## src/rtl/sd_bist_pkg.sv

```systemverilog
// Shared types and constants for the SD block self-test sequencer.
package sd_bist_pkg;

    typedef enum logic [2:0] {
        IDLE,
        W_WAIT,
        W_ACK,
        W_DATA,
        R_WAIT,
        R_ACK,
        R_DATA,
        FINISH
    } state_e;

    typedef enum logic [1:0] {
        MODE_CONST = 2'd0,
        MODE_INC   = 2'd1,
        MODE_LFSR  = 2'd2,
        MODE_XOR   = 2'd3
    } mode_e;

    localparam logic [7:0]  PAT_CONST      = 8'hAA;
    localparam logic [7:0]  LFSR_SEED      = 8'h01;
    // Feedback bits 7,5,4,3 of the left-shifting Fibonacci LFSR.
    localparam logic [7:0]  LFSR_TAPS      = 8'hB8;
    localparam logic [31:0] FIRST_ERR_NONE = 32'hFFFF_FFFF;

endpackage

```

## src/rtl/sd_pattern_gen.sv

```systemverilog
// Test byte generator shared by the write and read phases of the BIST.
module sd_pattern_gen
    import sd_bist_pkg::*;
(
    input  logic        clk,
    input  logic        reset,
    input  logic        restart,
    input  logic        advance,
    input  logic [1:0]  mode,
    input  logic [15:0] block_idx,
    input  logic [15:0] byte_idx,
    output logic [7:0]  pat
);

    logic [7:0] lfsr;

    // The LFSR only moves on consumed bytes, so it runs on across block boundaries.
    always_ff @(posedge clk or posedge reset) begin
        if (reset) begin
            lfsr <= LFSR_SEED;
        end else if (restart) begin
            lfsr <= LFSR_SEED;
        end else if (advance) begin
            lfsr <= {lfsr[6:0], ^(lfsr & LFSR_TAPS)};
        end
    end

    always_comb begin
        pat = PAT_CONST;
        case (mode_e'(mode))
            MODE_CONST: pat = PAT_CONST;
            MODE_INC:   pat = byte_idx[7:0];
            MODE_LFSR:  pat = lfsr;
            MODE_XOR:   pat = block_idx[7:0] ^ byte_idx[7:0];
            default:    pat = PAT_CONST;
        endcase
    end

endmodule

```

## src/rtl/sd_block_bist.sv

```systemverilog
// Write-then-readback self-test sequencer driving the SPI-mode sd_controller.
module sd_block_bist
    import sd_bist_pkg::*;
#(
    parameter int NBLOCKS     = 4,
    parameter int BLOCK_BYTES = 512,
    parameter int ADDR_STEP   = 512,
    parameter int ERRW        = 16
) (
    input  logic            clk,
    input  logic            reset,
    input  logic            start,
    input  logic [1:0]      mode,
    input  logic [31:0]     base_addr,
    input  logic            sd_ready,
    input  logic            sd_ready_for_next_byte,
    input  logic            sd_byte_available,
    input  logic [7:0]      sd_dout,
    output logic            sd_rd,
    output logic            sd_wr,
    output logic [7:0]      sd_din,
    output logic [31:0]     sd_address,
    output logic            busy,
    output logic            done,
    output logic            pass,
    output logic [ERRW-1:0] err_count,
    output logic [31:0]     first_err
);

    localparam logic [15:0]     BB       = 16'(BLOCK_BYTES);
    localparam logic [15:0]     LAST_BLK = 16'(NBLOCKS - 1);
    localparam logic [31:0]     STEP     = 32'(ADDR_STEP);
    localparam int              SW       = ERRW + 18;
    localparam logic [ERRW-1:0] ERR_MAX  = '1;

    state_e      state;
    logic [1:0]  mode_q;
    logic [31:0] base_q;
    logic [15:0] blk_idx;
    logic [15:0] byte_idx;
    logic        rfnb_q;
    logic        bav_q;
    logic [7:0]  pat;

    logic          advance;
    logic          mismatch;
    logic          blk_end;
    logic          last_blk;
    logic          restart;
    logic [15:0]   cnt_next;
    logic [15:0]   missing;
    logic [SW-1:0] err_sum;
    logic [ERRW-1:0] err_next;
    logic [31:0]   first_next;

    sd_pattern_gen u_pat (
        .clk       (clk),
        .reset     (reset),
        .restart   (restart),
        .advance   (advance),
        .mode      (mode_q),
        .block_idx (blk_idx),
        .byte_idx  (byte_idx),
        .pat       (pat)
    );

    // A strobe edge coinciding with sd_ready rising is counted before the block closes.
    always_comb begin
        advance  = (byte_idx < BB) &&
                   (((state == W_DATA) && sd_ready_for_next_byte && !rfnb_q) ||
                    ((state == R_DATA) && sd_byte_available && !bav_q));
        cnt_next = byte_idx + 16'(advance);
        mismatch = (state == R_DATA) && advance && (sd_dout != pat);
        blk_end  = sd_ready && ((state == W_DATA) || (state == R_DATA));
        last_blk = (blk_idx == LAST_BLK);
        restart  = ((state == IDLE) && start) || ((state == W_DATA) && blk_end && last_blk);
        missing  = ((state == R_DATA) && blk_end && (cnt_next < BB)) ? (BB - cnt_next) : '0;
        err_sum  = SW'(err_count) + SW'(mismatch) + SW'(missing);
        err_next = (err_sum > SW'(ERR_MAX)) ? ERR_MAX : err_sum[ERRW-1:0];
        first_next = first_err;
        // A zero error count means no failing location has been captured yet.
        if (err_count == '0) begin
            if (mismatch) begin
                first_next = {blk_idx, byte_idx};
            end else if (missing != '0) begin
                first_next = {blk_idx, cnt_next};
            end
        end
    end

    always_ff @(posedge clk or posedge reset) begin
        if (reset) begin
            state      <= IDLE;
            mode_q     <= '0;
            base_q     <= '0;
            blk_idx    <= '0;
            byte_idx   <= '0;
            rfnb_q     <= 1'b0;
            bav_q      <= 1'b0;
            sd_rd      <= 1'b0;
            sd_wr      <= 1'b0;
            sd_din     <= '0;
            sd_address <= '0;
            busy       <= 1'b0;
            done       <= 1'b0;
            pass       <= 1'b0;
            err_count  <= '0;
            first_err  <= FIRST_ERR_NONE;
        end else begin
            rfnb_q <= sd_ready_for_next_byte;
            bav_q  <= sd_byte_available;
            done   <= 1'b0;
            case (state)
                IDLE: begin
                    if (start) begin
                        state      <= W_WAIT;
                        busy       <= 1'b1;
                        pass       <= 1'b0;
                        err_count  <= '0;
                        first_err  <= FIRST_ERR_NONE;
                        mode_q     <= mode;
                        base_q     <= base_addr;
                        sd_address <= base_addr;
                        blk_idx    <= '0;
                        byte_idx   <= '0;
                    end
                end
                W_WAIT: begin
                    sd_din <= pat;
                    if (sd_ready) begin
                        sd_wr <= 1'b1;
                        state <= W_ACK;
                    end
                end
                W_ACK: begin
                    if (!sd_ready) begin
                        sd_wr <= 1'b0;
                        state <= W_DATA;
                    end
                end
                W_DATA: begin
                    sd_din <= pat;
                    if (advance) byte_idx <= cnt_next;
                    if (blk_end) begin
                        byte_idx <= '0;
                        if (last_blk) begin
                            blk_idx    <= '0;
                            sd_address <= base_q;
                            state      <= R_WAIT;
                        end else begin
                            blk_idx    <= blk_idx + 16'd1;
                            sd_address <= sd_address + STEP;
                            state      <= W_WAIT;
                        end
                    end
                end
                R_WAIT: begin
                    if (sd_ready) begin
                        sd_rd <= 1'b1;
                        state <= R_ACK;
                    end
                end
                R_ACK: begin
                    if (!sd_ready) begin
                        sd_rd <= 1'b0;
                        state <= R_DATA;
                    end
                end
                R_DATA: begin
                    err_count <= err_next;
                    first_err <= first_next;
                    if (advance) byte_idx <= cnt_next;
                    if (blk_end) begin
                        byte_idx <= '0;
                        if (last_blk) begin
                            state <= FINISH;
                        end else begin
                            blk_idx    <= blk_idx + 16'd1;
                            sd_address <= sd_address + STEP;
                            state      <= R_WAIT;
                        end
                    end
                end
                FINISH: begin
                    done  <= 1'b1;
                    pass  <= (err_count == '0);
                    busy  <= 1'b0;
                    state <= IDLE;
                end
                default: state <= IDLE;
            endcase
        end
    end

endmodule

```

## config.mk

```make
export PLATFORM = sky130hd
export DESIGN_NAME = sd_block_bist
export DESIGN_NICKNAME = d
export VERILOG_FILES = /design/src/rtl/sd_bist_pkg.sv /design/src/rtl/sd_pattern_gen.sv /design/src/rtl/sd_block_bist.sv
export SDC_FILE = /design/constraint.sdc
export NUM_CORES = 1
export LEC_CHECK = 0
export CORE_MARGIN = 1
export CORE_UTILIZATION = 50
export DETAILED_ROUTE_END_ITERATION = 8
export PLACE_DENSITY = 0.74
export SLEW_MARGIN = 20
export SYNTH_ARGS = -nofsm -noshare
export SYNTH_HDL_FRONTEND = slang
export SYNTH_SLANG_ARGS = --single-unit
```

## constraint.sdc

```tcl
create_clock -name clk -period 14.2 [get_ports clk]
set_clock_uncertainty 0.2 [all_clocks]
set_input_delay 2.84 -clock clk [delete_from_list [all_inputs] [get_ports clk]]
set_output_delay 2.84 -clock clk [all_outputs]
set_load 0.02 [all_outputs]
```

Yosys cells after proc, flatten, opt, wreduce, memory -nomap -nowiden
Index checks and enable logic that the tools add are counted.
- register bits after elaboration: 172
- logic and storage cells: 136
- add/sub/neg operators: 6
- bitwise logic cells: 1
- multiplexer cells: 45
- equality and inequality tests: 23
- order comparisons: 3
- reductions and logical operators: 41
- operators with widths (cell ; count):
    32-bit 2-to-1 mux ; 9
    16-bit 2-to-1 mux ; 9
    32-bit one-hot mux with 3 select lines ; 1
    16-bit one-hot mux with 2 select lines ; 2
    32-bit one-hot mux with 2 select lines ; 1
    16-bit one-hot mux with 3 select lines ; 1
    32-bit by 10-bit adder with 32-bit output (second input constant) ; 1
    16-bit by 10-bit less-than comparator with 1-bit output (second input constant) ; 2
    8-bit one-hot mux with 4 select lines ; 1
    3-bit 2-to-1 mux ; 8
    3-bit one-hot mux with 8 select lines ; 1
    17-bit by 16-bit adder with 18-bit output ; 1
    18-bit by 16-bit > comparator with 1-bit output (second input constant) ; 1
    16-bit by 1-bit adder with 17-bit output ; 1
    16-bit by 1-bit adder with 16-bit output ; 1
    16-bit by 1-bit adder with 16-bit output (second input constant) ; 1
    16-bit by 2-bit == test with 1-bit output (second input constant) ; 1
    16-bit logical NOT ; 1
    8-bit 2-to-1 mux ; 2
    2-bit != test (second input constant) ; 8
    16-bit nonzero test ; 1
    10-bit by 16-bit subtractor with 16-bit output (first input constant) ; 1
    1-bit logical AND ; 13
    3-bit == test (second input constant) ; 4
    25 further kinds ; 47

Depth between registers and ports, before layout
- word-level depth: 14
- depth in mapped cells: 25
- depth with buffers taken out: 23

Hierarchy
From an unflattened synthesis, not the netlist that was laid out.
- cells, all modules: 1116
- area, all modules: 9703.1 sq um
- modules (own cells, without submodules) (module ; cells an instance ; times used ; seq. area each (sq um) ; area each (sq um)):
    sd_block_bist ; 1049 ; 1 ; 4144.0 ; 9132.5
    sd_pattern_gen ; 67 ; 1 ; 201.4 ; 570.5

Worst setup path before layout
No wires, ideal clock.
- path kind: input-to-reg
- from: input sd_ready_for_next_byte
- to: register err_count[5]
- stages: 23
- slack: 5.997 ns
- library setup time: 0.123 ns
- arrival time: 7.881 ns
- cells stage by stage: nor4bb_1 > nor2_1 > nor4b_1 > ha_1 > ha_1 > buf_2 > nand4_2 > nor4_2 > mux2_1 > o21ai_1 > nand2_1 > nor2_1 > fa_1 > fa_1 > a21o_1 > a21o_1 > a21oi_1 > o221ai_2 > o41ai_2 > o21bai_1 > a211oi_2 > buf_4 > a21oi_1
- cells in the longest elaborated chain, start to end: 12
- elaborated cells on any way between the ends: 16
- ends and longest elaborated chain (element ; line ; RTL):
    start, declared ; sd_block_bist.sv:16 ; input logic sd_ready_for_next_byte,
    1-bit logical AND * (2 in a row) ; sd_block_bist.sv:70 ; (((state == W_DATA) && sd_ready_for_next_byte && !rfnb_q) ||
    1-bit logical OR * ; sd_block_bist.sv:70 ;
    1-bit logical AND * ; sd_block_bist.sv:69 ; advance = (byte_idx < BB) &&
    16-bit by 1-bit adder with 16-bit output ; sd_block_bist.sv:72 ; cnt_next = byte_idx + 16'(advance);
    16-bit by 10-bit less-than comparator with 1-bit output ; sd_block_bist.sv:77 ; missing = ((state == R_DATA) && blk_end && (cnt_next < BB)) ? (BB - cnt_next) : '0;
    1-bit logical AND ; sd_block_bist.sv:77 ;
    16-bit 2-to-1 mux ; sd_block_bist.sv:77 ;
    17-bit by 16-bit adder with 18-bit output * ; sd_block_bist.sv:78 ; err_sum = SW'(err_count) + SW'(mismatch) + SW'(missing);
    18-bit by 16-bit > comparator with 1-bit output ; sd_block_bist.sv:79 ; err_next = (err_sum > SW'(ERR_MAX)) ? ERR_MAX : err_sum[ERRW-1:0];
    16-bit 2-to-1 mux * ; sd_block_bist.sv:79 ;
    16-bit one-hot mux with 2 select lines * ; sd_block_bist.sv:113 ; case (state)
    end signal, assigned ; sd_block_bist.sv:170 ; err_count <= err_next;
    end, declared ; sd_block_bist.sv:26 ; output logic [ERRW-1:0] err_count,
Mark *: on every way between the ends. The rest lies on a longest branch, timed or not.
A chain may end at the register's enable or synchronous reset.

Worst setup path in the final report
- from: input sd_ready_for_next_byte
- to: register err_count[0]
Same word-level chain as after synthesis.

==> results.yml <==
clock_tree:
  h-tree-depth: 4
  clkTransAtPathRegs_ns: 0.07
  insertion_delay_ns: 0.44
  cts.sinks: 172
  cts_resized: 0
  cts_tree: "built"
  clock_path_buffers: 2
  post-cts-setup-buffer-count: 0
  ctsHoldBuffers: 0
  cts-buffers-inserted: 17
  cts_root_buf: "clkbuf_16"
floorplanning:
  die_x_um: 142
  dieArea_um2: 20100
  die_y_um: 142
  coreArea_um2: 18900
  initial_core_util: 0.516
  io_pins: 141
  num_rows: 50
timing:
  setup_violations: 0
  finalHoldViolCount: 0
  rsz0062_at_grt: "no"
  finalSetupTns_ns: 0
  fin_crit_sh: 0.668
  worst_pin_slew_ns: 0.995
  fmax_ghz: 0.105
  fin_crit_ns: 9.48
  drv_slew: 0
  slew_headroom: 0.336
layout:
  final_cells: 1491
  fin_nets: 1288
  fin_util: 0.630
  syn_to_final_growth_pct: 22.1
  final_cell_area_um2: 11900
  layout_common_cells: "192 x nand2_1, 140 x clkdlybuf4s50_1, 139 x dfrtp_1"
  drive_gt1_frac: 0.0877
  n_antenna_cell: 0
  final_common_cell: "nand2_1"
synthesis:
  synth_edf_count: 0
  synth_ff_type: "dfrtp_1"
  avgSynthCellArea_um2: 8.75
  synth_cell_type_count: 73
  syn_inst: 1115
  synth-seq-cells: 172
  syn-cell-area_um2: 9750
  synth-async-reset-ratio: 1.00
  synth-warning-count: 0
  synth-seq-area-share: 0.446
global_routing:
  grt_max_degree: 107
  grt_pass1_wl_um: 42700
  grt_use_total: 0.272
  grt_overflow: 0
  antenna_found_initial: 0
  grt_pass1_vias: 8172
route:
  wl_per_cell_um: 17.5
  first_pass_iters: 6
  drt_first_iter_violations: 657
  drcViolationCount: 0
  viasPerCell: 5.80
  vias: 8644
  wl_um: 26100
  ant_nets: 0
critical_path:
  critPathMaxFanout: 14
  path_class: "in2reg"
  critPathLaunchType: "primary input"
  cp_data_arrival_time_ns: 9.57
  crit_path_end_kind: "flip-flop"
  critPathRequiredTime_ns: 14.29
pwr:
  swShare: 0.402
  net-switching-power_uw: 853
  ir_drop_v: 0.000127
  pwr-share-clk: 0.232
  p_comb_frac: 0.398
  intPower_uw: 1270
  pwr-share-seq: 0.370
  p_leak_uw: 0.00501
  power_density_nw_per_um2: 178
place:
  globalplace.congestion: 0.913
  placed_cell_area_um2: 11300
  io_buffers: 140
  placed_cells: 1459
  dp_hpwl_um: 17700
run_status:
  status: "completed"
run:
  drv_cap: 0
min_path:
  hp-class: "reg2reg"
cell type report:
type / instances / area, um2
Multi-Input combinational cell: 847 / 5030
Clock inverter: 14 / 180
Fill cell: 1639 / 6990
Sequential cell: 172 / 4350
Tap cell: 260 / 325
Clock buffer: 18 / 429
Timing Repair Buffer: 150 / 1480
Inverter: 30 / 118
synthesized netlist by cell type, types with 4 or more instances:
cell type / n / area share
a21o_1: 9 / 0.0069
a21oi_1: 92 / 0.047
a221oi_1: 13 / 0.012
a22o_1: 11 / 0.0099
a22oi_1: 18 / 0.014
a2bb2oi_2: 7 / 0.011
a31oi_1: 9 / 0.0058
and2_1: 16 / 0.010
and3_1: 15 / 0.0096
and4_1: 7 / 0.0063
and4b_1: 4 / 0.0041
buf_2: 11 / 0.0056
buf_4: 8 / 0.0062
clkbuf_1: 50 / 0.019
dfrtp_1: 139 / 0.36
dfstp_2: 33 / 0.089
ha_1: 20 / 0.026
inv_1: 30 / 0.012
nand2_1: 192 / 0.074
nand2b_1: 12 / 0.0077
nand3_1: 31 / 0.016
nand3b_1: 6 / 0.0046
nand4_1: 18 / 0.012
nor2_1: 91 / 0.035
nor2b_1: 9 / 0.0058
nor3_1: 38 / 0.019
nor3b_1: 5 / 0.0038
nor4_1: 10 / 0.0064
nor4b_1: 4 / 0.0036
o21a_1: 4 / 0.0031
o21ai_0: 71 / 0.036
o21bai_1: 4 / 0.0031
o22ai_1: 4 / 0.0026
o31a_1: 4 / 0.0036
o31ai_1: 10 / 0.0077
xnor2_1: 33 / 0.030
xor2_1: 21 / 0.019
cell families after synthesis:
kind of cell | after synthesis | share of synthesized area
AND/OR/NAND/NOR | 475 | 0.234
AO/OA/AOI/OAI | 284 | 0.191
flip-flops | 172 | 0.446
buffers and inverters | 101 | 0.0441
XOR/XNOR | 55 | 0.0502
adder cells (fa/ha/maj) | 22 | 0.0298
multiplexers | 5 | 0.00552
other | 1 | 0.000384
worst max-delay path, cell delays in order:
cell,delay [ns]
clkdlybuf4s50_1,0.46
nor4bb_1,0.42
nor2_1,0.12
nor4b_1,0.47
ha_1,0.33
ha_1,0.39
nand4_2,0.31
nor4_2,0.41
mux2_1,0.18
o21ai_1,0.10
nand2_1,0.26
nor2_1,0.10
fa_1,0.43
fa_1,0.41
a21o_1,0.19
a21o_1,0.20
a21oi_1,0.30
o221ai_2,0.17
o41ai_2,0.36
o21bai_1,0.14
a211oi_2,0.80
a21oi_1,0.17
state kept, by name, indices dropped and copies added (netlist names), 2 cells and up:
signal and count:
sd_address 32, blk_idx 16, state 3, first_err 32
sd_din 8, mode_q 2, base_q 32, err_count 16
u_pat.lfsr 8, byte_idx 16
per-stage QoR:
step	worst slack (ns)	hold WS, ns	total power [uW]
detailed placement	4.37	0.262	1630
CTS	4.75	0.278	2130
global placement	4.56	0.258	1610
global route	4.16	0.302	2260
floorplan	6.00	0.246	1300
finish	4.72	0.274	2120
routing by layer:
layer	GRT usage	wire [um]	up-vias
met5	0	0	-
met4	0.0922	554	0
met3	0.0564	1630	39
met2	0.440	12300	264
met1	0.364	11600	4204
li1	-	-	4137
final timing paths:
kind                                             start             to  slack (ns)  cells past startpoint
min in group asynchronous                        reset  err_count[12]        2.79                      2
worst min register to register              base_q[19]     base_q[19]        0.27                      2
worst max-delay path            sd_ready_for_next_byte   err_count[0]        4.72                     22
max in group asynchronous                        reset     blk_idx[4]        9.56                      3
worst max register to register                state[2]   err_count[0]        6.78                     21
worst min-delay path                        base_q[19]     base_q[19]        0.27                      2
power groups by stage:
stage	combinational [uW]	clock, uW	sequential, uW
2_1_floorplan	473	0	828
5_1_grt	928	521	808
3_3_place_gp	825	0	786
6_report	846	492	785
3_5_place_dp	841	0	791
4_1_cts	846	499	784
Note: power is estimated with default switching activity, not from simulation.
